File: config.mk
export PLATFORM = sky130hd
export DESIGN_NAME = board_move_decoder
export DESIGN_NICKNAME = d
export VERILOG_FILES = /design/src/rtl/board_move_decoder.sv
export SDC_FILE = /design/constraint.sdc
export NUM_CORES = 1
export LEC_CHECK = 0
export ABC_CLOCK_PERIOD_IN_PS = 2900
export CORE_MARGIN = 2
export CORE_UTILIZATION = 38
export CTS_CLUSTER_DIAMETER = 60
export CTS_CLUSTER_SIZE = 40
export DETAILED_ROUTE_END_ITERATION = 10
export PLACE_DENSITY = 0.81
export SYNTH_ARGS = -nofsm -noshare
export SYNTH_HDL_FRONTEND = slang
export SYNTH_SLANG_ARGS = --single-unit
File: constraint.sdc
create_clock -name clk -period 2.9 [get_ports clk]
set_clock_uncertainty 0.2 [all_clocks]
set_input_delay 0.435 -clock clk [delete_from_list [all_inputs] [get_ports clk]]
set_output_delay 0.435 -clock clk [all_outputs]
set_load 0.005 [all_outputs]
File: src/rtl/board_move_decoder.sv
// rtl/board_move_decoder.sv - recovers the blank move between a parent/child 3x3 puzzle board pair
//
// Purpose:
//   Takes a parent/child pair of 40-bit boards and determines which blank move
//   (UP/DOWN/RIGHT/LEFT) turns the parent into the child. It reports whether the
//   pair is exactly one legal move, which tile slid, and a saturating count of
//   the legal results that have been consumed.
//   Board layout: [39:36] blank position (0..8, row-major), tile k at [35-4k:32-4k].
//
// Configuration macro:
//   MOVE_DEC_STRICT_EN - defined: every tile is compared against the expected
//                        swap, one tile per cycle (10-cycle latency).
//                        undefined: geometry only (1-cycle latency).
//
// Ports:
//   clk        in   1   system clock
//   rst        in   1   synchronous active-high reset
//   in_valid   in   1   parent/child pair offered
//   in_ready   out  1   block can accept a pair (IDLE only)
//   parent     in  40   board before the move
//   child      in  40   board after the move
//   out_valid  out  1   result available
//   out_ready  in   1   consumer takes result
//   dir        out  2   0=UP 1=DOWN 2=RIGHT 3=LEFT (blank movement)
//   legal      out  1   pair is exactly one legal move
//   moved_tile out  4   parent tile at the child blank position
//   move_cnt   out 16   legal results consumed since reset, saturating

module board_move_decoder (
  input  logic        clk,
  input  logic        rst,
  input  logic        in_valid,
  output logic        in_ready,
  input  logic [39:0] parent,
  input  logic [39:0] child,
  output logic        out_valid,
  input  logic        out_ready,
  output logic [1:0]  dir,
  output logic        legal,
  output logic [3:0]  moved_tile,
  output logic [15:0] move_cnt
);

`ifdef MOVE_DEC_STRICT_EN
  typedef enum logic [1:0] {ST_IDLE, ST_SCAN, ST_DONE} state_t;
`else
  typedef enum logic [1:0] {ST_IDLE, ST_DONE} state_t;
`endif

  // Tile k of a board; indices beyond the grid read as zero.
  function automatic logic [3:0] tile_at(input logic [39:0] b, input logic [3:0] k);
    case (k)
      4'd0:    tile_at = b[35:32];
      4'd1:    tile_at = b[31:28];
      4'd2:    tile_at = b[27:24];
      4'd3:    tile_at = b[23:20];
      4'd4:    tile_at = b[19:16];
      4'd5:    tile_at = b[15:12];
      4'd6:    tile_at = b[11:8];
      4'd7:    tile_at = b[7:4];
      4'd8:    tile_at = b[3:0];
      default: tile_at = 4'd0;
    endcase
  endfunction

  // Returns {geom_ok, dir}. Widened to 5 bits so p-3 / p-1 cannot wrap.
  function automatic logic [2:0] geom(input logic [3:0] p, input logic [3:0] c);
    logic [4:0] p5;
    logic [4:0] c5;
    logic [1:0] pm3;
    logic [2:0] res;
    p5 = {1'b0, p};
    c5 = {1'b0, c};
    case (p)
      4'd0, 4'd3, 4'd6: pm3 = 2'd0;
      4'd1, 4'd4, 4'd7: pm3 = 2'd1;
      default:          pm3 = 2'd2;
    endcase
    res = 3'b000;
    if (p <= 4'd8 && c <= 4'd8) begin
      if (c5 + 5'd3 == p5)                      res = 3'b100;
      else if (c5 == p5 + 5'd3)                 res = 3'b101;
      else if (c5 == p5 + 5'd1 && pm3 != 2'd2)  res = 3'b110;
      else if (c5 + 5'd1 == p5 && pm3 != 2'd0)  res = 3'b111;
    end
    return res;
  endfunction

  state_t r_state;

`ifdef MOVE_DEC_STRICT_EN
  logic [39:0] r_parent;
  logic [39:0] r_child;
  logic [3:0]  r_k;
  logic        r_scan_ok;
  logic [3:0]  w_p;
  logic [3:0]  w_c;
  logic [3:0]  w_exp_idx;
  logic        w_tile_match;
  logic [2:0]  w_geom;
  logic        w_scan_final;

  assign w_p    = r_parent[39:36];
  assign w_c    = r_child[39:36];
  assign w_geom = geom(w_p, w_c);

  // Expected source of child tile k: the two blank positions trade places,
  // every other tile must be unchanged.
  assign w_exp_idx    = (r_k == w_c) ? w_p : ((r_k == w_p) ? w_c : r_k);
  assign w_tile_match = (tile_at(r_child, r_k) == tile_at(r_parent, w_exp_idx));
  assign w_scan_final = r_scan_ok & w_tile_match;
`else
  logic [2:0] w_geom_in;
  logic       w_unused_child;

  assign w_geom_in      = geom(parent[39:36], child[39:36]);
  // Child tiles are not inspected in the geometry-only build.
  assign w_unused_child = ^child[35:0];
`endif

  always_ff @(posedge clk) begin
    if (rst) begin
      r_state    <= ST_IDLE;
      in_ready   <= 1'b1;
      out_valid  <= 1'b0;
      dir        <= 2'd0;
      legal      <= 1'b0;
      moved_tile <= 4'd0;
      move_cnt   <= 16'd0;
`ifdef MOVE_DEC_STRICT_EN
      r_parent   <= 40'd0;
      r_child    <= 40'd0;
      r_k        <= 4'd0;
      r_scan_ok  <= 1'b1;
`endif
    end else begin
      case (r_state)
        ST_IDLE: begin
          if (in_valid) begin
            in_ready <= 1'b0;
`ifdef MOVE_DEC_STRICT_EN
            r_parent  <= parent;
            r_child   <= child;
            r_k       <= 4'd0;
            r_scan_ok <= 1'b1;
            r_state   <= ST_SCAN;
`else
            r_state    <= ST_DONE;
            out_valid  <= 1'b1;
            legal      <= w_geom_in[2];
            dir        <= w_geom_in[2] ? w_geom_in[1:0] : 2'd0;
            moved_tile <= w_geom_in[2] ? tile_at(parent, child[39:36]) : 4'd0;
`endif
          end
        end
`ifdef MOVE_DEC_STRICT_EN
        ST_SCAN: begin
          r_scan_ok <= w_scan_final;
          if (r_k == 4'd8) begin
            r_state    <= ST_DONE;
            out_valid  <= 1'b1;
            legal      <= w_geom[2] & w_scan_final;
            dir        <= w_geom[2] ? w_geom[1:0] : 2'd0;
            moved_tile <= w_geom[2] ? tile_at(r_parent, w_c) : 4'd0;
          end else begin
            r_k <= r_k + 4'd1;
          end
        end
`endif
        ST_DONE: begin
          if (out_ready) begin
            r_state   <= ST_IDLE;
            out_valid <= 1'b0;
            in_ready  <= 1'b1;
            if (legal && move_cnt != 16'hFFFF) begin
              move_cnt <= move_cnt + 16'd1;
            end
          end
        end
        default: r_state <= ST_IDLE;
      endcase
    end
  end

endmodule

==> results of run 1 <==
power breakdown:
group          switching, mW  leakage, nW  internal, mW  total (mW)
logic                  0.101        0.768         0.132       0.233
clock network          0.116       0.0217        0.0977       0.213
registers            0.00486        0.202         0.347       0.352
metal layers:
metal	track usage (%)	vias to the layer above	share of wire (%)
li1	-	1021	-
met1	20.6	918	41
met2	33.0	92	49
met3	3.16	7	7.8
met4	7.68	0	1.6
met5	0	-	0
worst min-delay path: cells and delay by family, from the launching register on:
family,cells,cell delay (ns)
DFF,1,0.32
AOI/OAI and AO/OA,1,0.05
and+or+nand+nor,1,0.05
layout make-up:
| class | instances | area (um2) |
|---|---|---|
| clock buffer | 3 | 41.3 |
| clock inverter | 1 | 7.51 |
| fill | 433 | 1910 |
| inverter | 11 | 41.3 |
| multi-input combinational | 186 | 1270 |
| sequential | 25 | 500 |
| tap | 67 | 83.8 |
| timing repair buffer | 92 | 871 |
stage by stage:
stage / instance area (um2) / std cells
4_1_cts: 2810 / 385
5_1_grt: 2810 / 385
2_1_floorplan: 1850 / 233
3_5_place_dp: 2770 / 381
6_report: 2810 / 385
3_3_place_gp: 2770 / 381
cells in the final DEF (no fill, tap or decap), types with 2 or more instances in the layout:
| cell | n |
|---|---|
| o21ai_1 | 2 |
| dfxtp_1 | 25 |
| nor3b_1 | 3 |
| o31ai_1 | 5 |
| clkbuf_8 | 3 |
| or3_1 | 2 |
| clkdlybuf4s50_1 | 72 |
| a222oi_1 | 2 |
| nand2_1 | 18 |
| nor2_1 | 21 |
| nand4_1 | 2 |
| nor2b_1 | 3 |
| a22o_1 | 4 |
| a21oi_1 | 10 |
| nand3_1 | 14 |
| a22oi_1 | 4 |
| o21ai_0 | 18 |
| nor4_1 | 6 |
| nor3_1 | 6 |
| and3_1 | 2 |
| a221oi_1 | 4 |
| inv_1 | 11 |
| nand2b_1 | 3 |
| o2111ai_1 | 2 |
| xor2_1 | 12 |
| xnor2_1 | 12 |
| buf_4 | 20 |
| ha_1 | 10 |
| a2111oi_4 | 2 |
| and4_1 | 3 |
how the worst min path moves through the flow:
stage	depth (start not counted)	start	endpoint	slack, ns
3_3_place_gp	2	dir[0]	dir[0]	0.24
4_1_cts	2	dir[0]	dir[0]	0.26
3_5_place_dp	2	dir[0]	dir[0]	0.24
5_1_grt	2	dir[0]	dir[0]	0.27
6_report	2	dir[0]	dir[0]	0.25
2_1_floorplan	2	dir[0]	dir[0]	0.24
kinds of logic after synthesis:
family / count (synthesis) / share of synthesized area, %
AND/OR/NAND/NOR: 89 / 24.8
AO/OA/AOI/OAI: 61 / 24.1
XOR/XNOR: 25 / 12.2
flip-flops: 25 / 27.0
buffers and inverters: 22 / 4.52
adder cells (fa/ha/maj): 10 / 6.75
multiplexers: 1 / 0.540
registers in the layout, indices dropped and copies added (netlist names):
signal	cells
dir	2
in_ready	1
legal	1
move_cnt	16
moved_tile	4
out_valid	1
==> results.toml, run 1 <==
[worst_setup_path]
crit_cells = 10
cp-endpoint = "moved_tile[0]"
cp-end-kind = "flop"
cpMostUsedCell = "buf_4"
cp-startpoint = "parent[36]"
rr_worst_depth = 6
arrival_ns = 2.71
cp_num_buf_inv = 4
path_cells = "clkdlybuf4s50_1, inv_1, ha_1, xor2_1, nor4_1, nor4b_1, buf_4, nor4_2, buf_4, o31ai_1"
reg2reg_slack_ns = 0.66
max_stage_delay_ns = 0.50
crit_required_ns = 2.90
slowest_stage = "clkdlybuf4s50_1"
crit_family = "buffers and inverters"
crit_fanout = 5
worstReg2RegStart = "move_cnt[0]"
criticalPathCategory = "input port to flop"
r2r_end = "move_cnt[1]"
worstSetupStartpointType = "input port"

[timing]
fin_hold_ws_ns = 0.253
fmax_ghz = 0.369
fin_crit_ns = 2.71
hold_viol_final = 0
finalCritPeriodShare_pct = 93.5
setup_viol = 0
rsz0062_at_grt = "false"
setup_slack_ns = 0.188
relSlewSlack_pct = 59.2
setup_tns_ns = 0
worst_slew_pin_slew_ns = 0.597
slew_violations = 0

[clock_tree]
clkSinkCount = 25
clk_latency_ns = 0.28
root_buffer = "clkbuf_8"
cts_inserted_buffers = 3
cts_hold_buf = 0
cts_tree = "done"
clkTransAtPathRegs_ns = 0.09
cts_buffer_depth = 2
cts.repair.resized = 0
cts_max_level = 1
postCtsSetupBuffers = 0

[floorplanning]
ioPinCount = 109
die-area_um2 = 5450
rows = 25
fp.dieH_um = 73.8
start_util_pct = 39.2
coreArea_um2 = 4720
fp.dieW_um = 73.8

[synthesis]
synthTopCellsByArea = "dfxtp_1 27%, ha_1 6.8%, xnor2_1 5.7%"
ys_ff_latch = 25
synth_top_area_share_pct = 27.0
synth_edf_count = 0
syn_avg_cell_area_um2 = 7.95
ys_seq_area_share_pct = 27.0
postSynthCellCount = 233
post-synth-top-count-cell = "dfxtp_1"
synth_commonest_cells = "25 x dfxtp_1, 21 x nor2_1, 18 x nand2_1, 18 x o21ai_0, 14 x nand3_1"
syn_nets = 327
yosysWarnings = 0
synth_cell_type_count = 45
synth_area_leader_cell = "dfxtp_1"
syn_area_um2 = 1850
synthFlopType = "dfxtp_1"
ys_async_sr_fraction_pct = 0

[power]
max-vdd-ir-drop_mv = 0.156
power_density_nw_per_um2 = 284
power_uw = 798
p_leak_nw = 0.992

[placed_design]
dp_hpwl_mm = 3.96
portBuffers = 72
post-place-ws_ns = -0.102
gp_routability_congestion = 0.904

[min_path]
hold_class = "flop to flop"

[cells_and_area]
final_nets = 413
area_growth_pct = 51.9
final_util_pct = 59.6
antennaDiodeCount = 0
layout-drive-gt1-share_pct = 8.81

[routing]
wl_mm = 4.81
dr.pass1.iters = 4
routedWlPerCell_um = 12.5
viasPerCell = 5.29
initialDrtViolationCount = 101
route.detailed.drc = 0
ant_nets = 0
num_vias = 2038

[global_routing]
antenna_found_initial = 0
track_usage_pct = 18.2
grt_pass1_wl_mm = 7.94
grt_max_degree = 19
grt_pass1_vias = 1938
gr-total-overflow = 0

[outcome]
status = "finished, final reports clean"

[run]
maxCapViolCount = 0
No activity file was read; power rests on OpenSTA's default activity.
==> run 2: changes to the inputs <==
--- a/config.mk
+++ b/config.mk
@@ -12,6 +12,7 @@
 export CTS_CLUSTER_SIZE = 40
 export DETAILED_ROUTE_END_ITERATION = 10
 export PLACE_DENSITY = 0.81
+export SETUP_SLACK_MARGIN = 0.5
 export SYNTH_ARGS = -nofsm -noshare
 export SYNTH_HDL_FRONTEND = slang
 export SYNTH_SLANG_ARGS = --single-unit
==> results.toml, run 2 (synthesis results as in run 1) <==
[floorplanning]
fp.dieH_um = 73.8
die-area_um2 = 5450
fp.dieW_um = 73.8
coreArea_um2 = 4720
ioPinCount = 109
start_util_pct = 39.2
rows = 25

[worst_setup_path]
cp-startpoint = "child[37]"
crit_fanout = 5
worstSetupStartpointType = "input port"
cp-end-kind = "flop"
r2r_end = "move_cnt[1]"
cp-endpoint = "moved_tile[0]"
crit_required_ns = 2.90
reg2reg_slack_ns = 0.80
worstReg2RegStart = "move_cnt[0]"
arrival_ns = 2.29
criticalPathCategory = "input port to flop"
rr_worst_depth = 6

[cells_and_area]
largest_reg_flops = 16
antennaDiodeCount = 0
layout_commonest_cell = "clkdlybuf4s50_1"
regMostFlops = "move_cnt"
reg.largest.list = "move_cnt (16), moved_tile (4), dir (2)"
fillCellCount = 427
area_growth_pct = 57.2
layout-drive-gt1-share_pct = 11.9
layout_common_cells = "64 x clkdlybuf4s50_1, 25 x dfxtp_1, 21 x nor2_1"
final_nets = 413

[clock_tree]
cts_buffer_depth = 2
clk_latency_ns = 0.28
clkSinkCount = 25
postCtsSetupBuffers = 0
cts_inserted_buffers = 3
cts_tree = "done"
cts_hold_buf = 0
cts_max_level = 1
root_buffer = "clkbuf_8"
clkTransAtPathRegs_ns = 0.09

[timing]
setup_viol = 0
worst_slew_pin_slew_ns = 0.484
fmax_ghz = 0.437
hold_viol_final = 0
setup_slack_ns = 0.613
fin_crit_ns = 2.29
relSlewSlack_pct = 67.8
slew_violations = 0
fin_hold_ws_ns = 0.253
finalCritPeriodShare_pct = 78.9
rsz0062_at_grt = "false"

[global_routing]
grt_max_degree = 19
grt_pass1_vias = 1968
grt_pass1_wl_mm = 8.14
antenna_found_initial = 0
track_usage_pct = 18.6
gr-total-overflow = 0

[power]
power.switching_uw = 231
power_frac_seq_pct = 43.2
p_sw_share_pct = 28.4
power_uw = 813
comb_power_share_pct = 30.6
power_density_nw_per_um2 = 279
power.internal_uw = 582
max-vdd-ir-drop_mv = 0.157
p_leak_nw = 1.04
clockPowerShare_pct = 26.2

[routing]
viasPerCell = 5.28
num_vias = 2032
routedWlPerCell_um = 12.9
route.detailed.drc = 0
wl_mm = 4.97
ant_nets = 0
initialDrtViolationCount = 118
dr.pass1.iters = 4

[run]
maxCapViolCount = 0

[outcome]
status = "finished, final reports clean"

[placed_design]
dp_hpwl_mm = 3.96
portBuffers = 72
post-place-ws_ns = -0.102
gp_routability_congestion = 0.904

[min_path]
hold_class = "flop to flop"
-- run 2: layout make-up --
class	instances	area, um2	share of cell area, %
clock inverters	1	7.51	0.258
well taps	67	83.8	2.88
inverters	11	41.3	1.42
multi-input cells	186	1360	46.8
repair buffers	92	876	30.1
clock buffers	3	41.3	1.42
flip-flops and latches	25	500	17.2
-- run 2: worst min path at each step --
| stage | end | start | depth (start not counted) |
|---|---|---|---|
| final | dir[0] | dir[0] | 2 |
| after global routing | dir[0] | dir[0] | 2 |
| after CTS | dir[0] | dir[0] | 2 |
| after detailed placement | dir[0] | dir[0] | 2 |
| after global placement | dir[0] | dir[0] | 2 |
| after floorplan | dir[0] | dir[0] | 2 |
-- run 2: per-layer routing --
layer / share of wire [%] / GRT usage [%]
met1: 41 / 21.4
met2: 50 / 33.7
met3: 7.4 / 3.16
met4: 1.1 / 7.27
met5: 0 / 0
-- run 2: per-stage QoR --
stage / std cells / util, % / instance area [um2] / TNS [ns]
final: 385 / 61.7 / 2910 / 0
after CTS: 385 / 61.1 / 2880 / 0
after global routing: 385 / 61.7 / 2910 / 0
after detailed placement: 381 / 58.5 / 2770 / -0.390
after floorplan: 233 / - / 1850 / 0
after global placement: 381 / 58.5 / 2770 / -0.0613
-- run 2: power groups by stage --
| stage | Clock [mW] | Sequential, mW | Combinational, mW |
|---|---|---|---|
| floorplan | 0 | 0.359 | 0.109 |
| global placement | 0 | 0.359 | 0.228 |
| detailed placement | 0 | 0.359 | 0.234 |
| CTS | 0.218 | 0.351 | 0.247 |
| global route | 0.224 | 0.352 | 0.271 |
| finish | 0.213 | 0.352 | 0.249 |
-- run 2: what timing repair did --
action,4_1_cts,5_1_grt
setup endpoints to repair,7,9
pin swaps,13,2
resized for setup,18,7
-- run 2: worst max-delay path: stages --
cell and delay [ns]:
dlygate4sd2_1 0.22, inv_1 0.06, ha_1 0.30, xor2_1 0.16, a311o_1 0.36, a2111oi_4 0.33
nor4_2 0.08, buf_4 0.16, o31ai_1 0.18
==> RTL edit 1: new RTL, config.mk and constraints of run 2 <==
Build with the macro `MOVE_DEC_STRICT_EN` defined.
--- a/src/rtl/board_move_decoder.sv
+++ b/src/rtl/board_move_decoder.sv
@@ -26,4 +26,6 @@
 //   moved_tile out  4   parent tile at the child blank position
 //   move_cnt   out 16   legal results consumed since reset, saturating
+
+`define MOVE_DEC_STRICT_EN
 
 module board_move_decoder (
Check against the original RTL: not equivalent (Yosys sat finds a counterexample within 4 cycles, from zero or initial values and one cycle with rst high).
==> RTL edit 1 against run 2 <==
The flow now finishes with violations (negative setup slack); synthesized area grew to 3.3 times the old value; setup slack worse by 0.72 ns; total power grew to 5.0 times the old value; via count grew to 3.1 times the old value; global-route usage is 3.6 points higher; final area grew to 2.9 times the old value; largest power group unchanged; final cell count grew to 3.0 times the old value; hold slack better by 0.0037 ns; wire length grew to 3.8 times the old value; critical endpoint is now r_scan_ok; synthesized cell count grew to 3.4 times the old value; sequential cell count is 87 higher.
==> RTL edit 1: results (changes against run 2) <==
Run status
  – Outcome: complete, but fails checks (was finished clean)
  – Failing checks: negative setup slack

STA
  – Final setup vio count: 2 (was 0)
  – Setup ws final: -0.1043 ns (was 0.6129 ns)
  – Setup_tns: -0.2080 ns (was 0 ns)
  – Relative slew slack: 64.18% (was 67.75%)

Detailed routing
  – DR pass1 iterations: 5 (was 4)
  – DR iter-0 viols: 466 (was 118)
  – Wire length per cell: 16.31 µm (was 12.91 µm)
  – Routed wl met3: 1568 µm (was 370 µm)

Yosys
  – Top cells by count, synth: nand2_1, dfxtp_1, a21oi_1 (was dfxtp_1, nor2_1, nand2_1, o21ai_0, nand3_1)
  – Syn Nets: 888 (was 327)
  – Sequential area share after synthesis: 36.96% (was 27.01%)
  – Netlist cell types: 70 (was 45)
  – Synthesis Warnings: 0 (unchanged)
  – Top post-synthesis cells by area: dfxtp_1, nand2_1, a21oi_1 (was dfxtp_1, ha_1, xnor2_1)

Global routing
  – GRT Overall Usage: 22.14% (was 18.59%)
  – Vias in the first global route: 5864 (was 1968)
  – First-pass GRT wire length: 29650 µm (was 8135 µm)

Place
  – DP Worst Slack: -0.1439 ns (was -0.1020 ns)
  – Port buffer count: 108 (was 72)

Power
  – Static leakage: 3.140 nW (was 1.037 nW)

Min path
  – Hold path endpoint: r_child[12] (was dir[0])
  – Launch point of the worst hold path: r_child[12] (was dir[0])
  – Hold Crit Class: register to register (unchanged)

Clock tree
  – CTS root buf: clkbuf_16 (was clkbuf_8)
  – Clk Latency, worst-skew pair: 0.36 ns (was 0.28 ns)
  – Cts bufs inserted: 9 (was 3)
  – Clock H-tree levels: 3 (was 1)

Worst setup path
  – Data arrival, critical path: 3.05 ns (was 2.29 ns)
  – Crit path launch: r_parent[38] (was child[37])
  – Cells on worst reg2reg path: 10 (was 6)
  – RR Endpoint: r_scan_ok (was move_cnt[1])
  – CP max FO: 4 (was 5)

Layout
  – Layout cells sized above 1: 16.92% (was 11.95%)
  – Top Registers: r_child x40, r_parent x40, move_cnt x16 (was move_cnt x16, moved_tile x4, dir x2)
  – Final nets: 1021 (was 413)
## RTL edit 1: changes by cell type after synthesis, moves of 10 or more
cell / run 2 / this run
nand2_1: 18 / 189
dfxtp_1: 25 / 112
buf_1: 0 / 10
nor2_1: 21 / 47
a21oi_1: 10 / 108
xor2_1: 12 / 23
mux2i_1: 1 / 11
clkbuf_1: 10 / 42
## RTL edit 1: stage by stage
stage | area [µm²] | hold slack (ns) | std cells
after floorplan | 6181 | 0.2319 | 790
after global placement | 7771 | 0.2416 | 1113
after detailed placement | 7771 | 0.2483 | 1113
after CTS | 8322 | 0.2580 | 1143
after global routing | 8481 | 0.2816 | 1144
final | 8481 | 0.2567 | 1144
## RTL edit 1: layer usage
layer | global-route usage (%) | vias to the layer above
met2 | 34.55 | 250
li1 | - | 3033
met4 | 6.571 | 0
met3 | 5.822 | 41
met5 | 0 | -
met1 | 30.24 | 2959
## RTL edit 1: repair_timing
action / 4_1_cts / 5_1_grt
gates resized for setup: 33 / 31
setup endpoints to repair: 6 / 11
hold buffers: 0 / 0
buffers inserted: 14 / 1
hold endpoints to repair: 0 / 0
pin swaps: 7 / 10
## RTL edit 1: logic make-up after synthesis
kind of cell | synth area share [%]
xor gates and xnor gates | 5.899
muxes | 2.001
AOI/OAI and AO/OA | 24.63
buffers and inverters | 5.136
DFF | 36.96
and+or+nand+nor | 22.48
adders and majority gates | 2.888
## RTL edit 1: report_power, final
group	switching, mW	internal, mW	leakage [nW]
Clock	0.582	0.642	0.141
Sequential	0.0742	1.61	0.922
Combinational	0.586	0.535	2.08
Total	1.24	2.79	3.14
## RTL edit 1: cell type report
cell class	instances	area [µm²]
Fill cell	1443	7289
Multi-Input combinational cell	601	3847
Sequential cell	112	2267
Timing Repair Buffer	183	1730
Tap cell	216	270.3
Clock buffer	12	256.5
Inverter	16	72.57
Clock inverter	4	36.28
## RTL edit 1: critical path: stages, from the launching register on
cell	delay, ns
dfxtp_2	0.36
xor2_2	0.22
buf_4	0.18
o41ai_4	0.25
o211ai_1	0.19
and2_4	0.21
a221o_1	0.34
a221oi_2	0.33
mux2_4	0.34
a22oi_2	0.18
o21ai_1	0.08
## RTL edit 1: worst max-delay path by stage
stage,endpoint,slack [ns],cells after the start
floorplan,r_scan_ok,0.15,10
global placement,r_scan_ok,-0.05,9
detailed placement,legal,-0.14,12
CTS,legal,-0.11,9
global route,r_scan_ok,-0.20,10
finish,r_scan_ok,-0.10,10
==> RTL edit 2: new RTL, flow settings as in run 2 <==
Without the edit above. Make the reset (`rst`) asynchronous in one clocked block. Comments in the files are not updated.
--- a/src/rtl/board_move_decoder.sv
+++ b/src/rtl/board_move_decoder.sv
@@ -119,5 +119,5 @@
 `endif
 
-  always_ff @(posedge clk) begin
+  always_ff @(posedge clk or posedge rst) begin
     if (rst) begin
       r_state    <= ST_IDLE;
Formal check against the unedited RTL: differs if rst is asserted again (counterexample within 4 cycles, from zero or initial values and one cycle with rst high); with rst held inactive, the same outputs for 10 cycles.
==> RTL edit 2 against run 2 <==
Synthesized area down 2.4%; total power rose by 10%; first-iteration DRC count shrank 58%; global-route usage down 1.7 points; sequential cell count did not move; setup slack worse by 0.028 ns; final area shrank 5.8%; sequential power up 13%; final cell count decreased by 15%; wire length is 13% lower; largest power group unchanged.
==> RTL edit 2: results (changes against run 2) <==
Global routing
  – GRT Overall Usage: 16.90% (was 18.59%)
  – Met2 track demand over resource: 31.82% (was 33.73%)
  – Met3 Track Usage GR: 2.901% (was 3.155%)
  – First-pass GRT wire length: 7217 µm (was 8135 µm)
  – Met1 global-route usage: 19.55% (was 21.45%)

Yosys
  – FFs w/ async S/R, synth: 100.0% (was 0%)
  – Netlist cell types: 43 (was 45)
  – Top cells by count, synth: dfrtp_1, nand2_1, xnor2_1 (was dfxtp_1, nor2_1, nand2_1, o21ai_0, nand3_1)
  – Syn Nets: 290 (was 327)
  – Top post-synthesis cells by area: dfrtp_1, xnor2_1, ha_1 (was dfxtp_1, ha_1, xnor2_1)
  – Ys flop type: dfrtp_1 (was dfxtp_1)
  – Sequential area share after synthesis: 34.67% (was 27.01%)

Layout
  – Data buffer area share: 29.81% (was 30.07%)
  – Seq area share: 22.84% (was 17.18%)
  – Post-route cell area: 0.002745 mm² (was 0.002913 mm²)
  – Fill count: 405 (was 427)
  – Clock Network Area Fraction: 1.778% (was 1.675%)
  – Layout cells sized above 1: 13.45% (was 11.95%)
  – Invs w/o clock: 10 (was 11)
  – Final nets: 370 (was 413)

Place
  – DP Wirelength: 3577 µm (was 3962 µm)
  – DP Worst Slack: 0.07283 ns (was -0.1020 ns)
  – Cells after DPL: 325 (was 381)
  – GPL Wtd Cong: 0.8114 (was 0.9039)

Detailed routing
  – DR iter-0 viols: 50 (was 118)
  – Via count: 1767 (was 2032)
  – Routed wl met3: 292 µm (was 370 µm)
  – WL final: 4338 µm (was 4972 µm)

Worst setup path
  – Reg2reg setup slack: 0.91 ns (was 0.80 ns)
  – Crit path launch: parent[36] (was child[37])

Clock tree
  – Post-CTS sizing: 4 (was 18)

Power
  – Internal power: 644.7 µW (was 582.5 µW)
  – Power Clock: 208 µW (was 213 µW)
  – Maximum vdd ir drop: 166.9 µV (was 156.9 µV)

Min path
  – Launch point of the worst hold path: dir[1] (was dir[0])

Run status
  – Outcome: finished clean (unchanged)

STA
  – Relative slew slack: 72.34% (was 67.75%)
  – Hold slack: 0.2762 ns (was 0.2530 ns)
RTL edit 2: cell types whose count changed after synthesis, moves of 6 or more:
cell     delta
dfrtp_1    +24
dfxtp_1    -25
mux2_2      +7
nand4_1     +6
nor2_1     -14
nor4_1      -6
RTL edit 2: critical path: stages:
cell and delay (ns):
clkdlybuf4s50_1 0.48, inv_1 0.07, ha_2 0.33, xor2_2 0.18, nand2_1 0.09, a2111o_1 0.33, nand2_1 0.10, o21ai_2 0.08
o31ai_1 0.20
RTL edit 2: kinds of logic after synthesis:
group / count (synthesis) / share of synthesized area [%]
mux: 7 / 4.360
compound gates: 48 / 18.48
flops: 25 / 34.67
xor+xnor: 27 / 14.26
fa+ha+maj: 10 / 6.920
simple gates: 59 / 16.89
buf+inv: 20 / 4.429
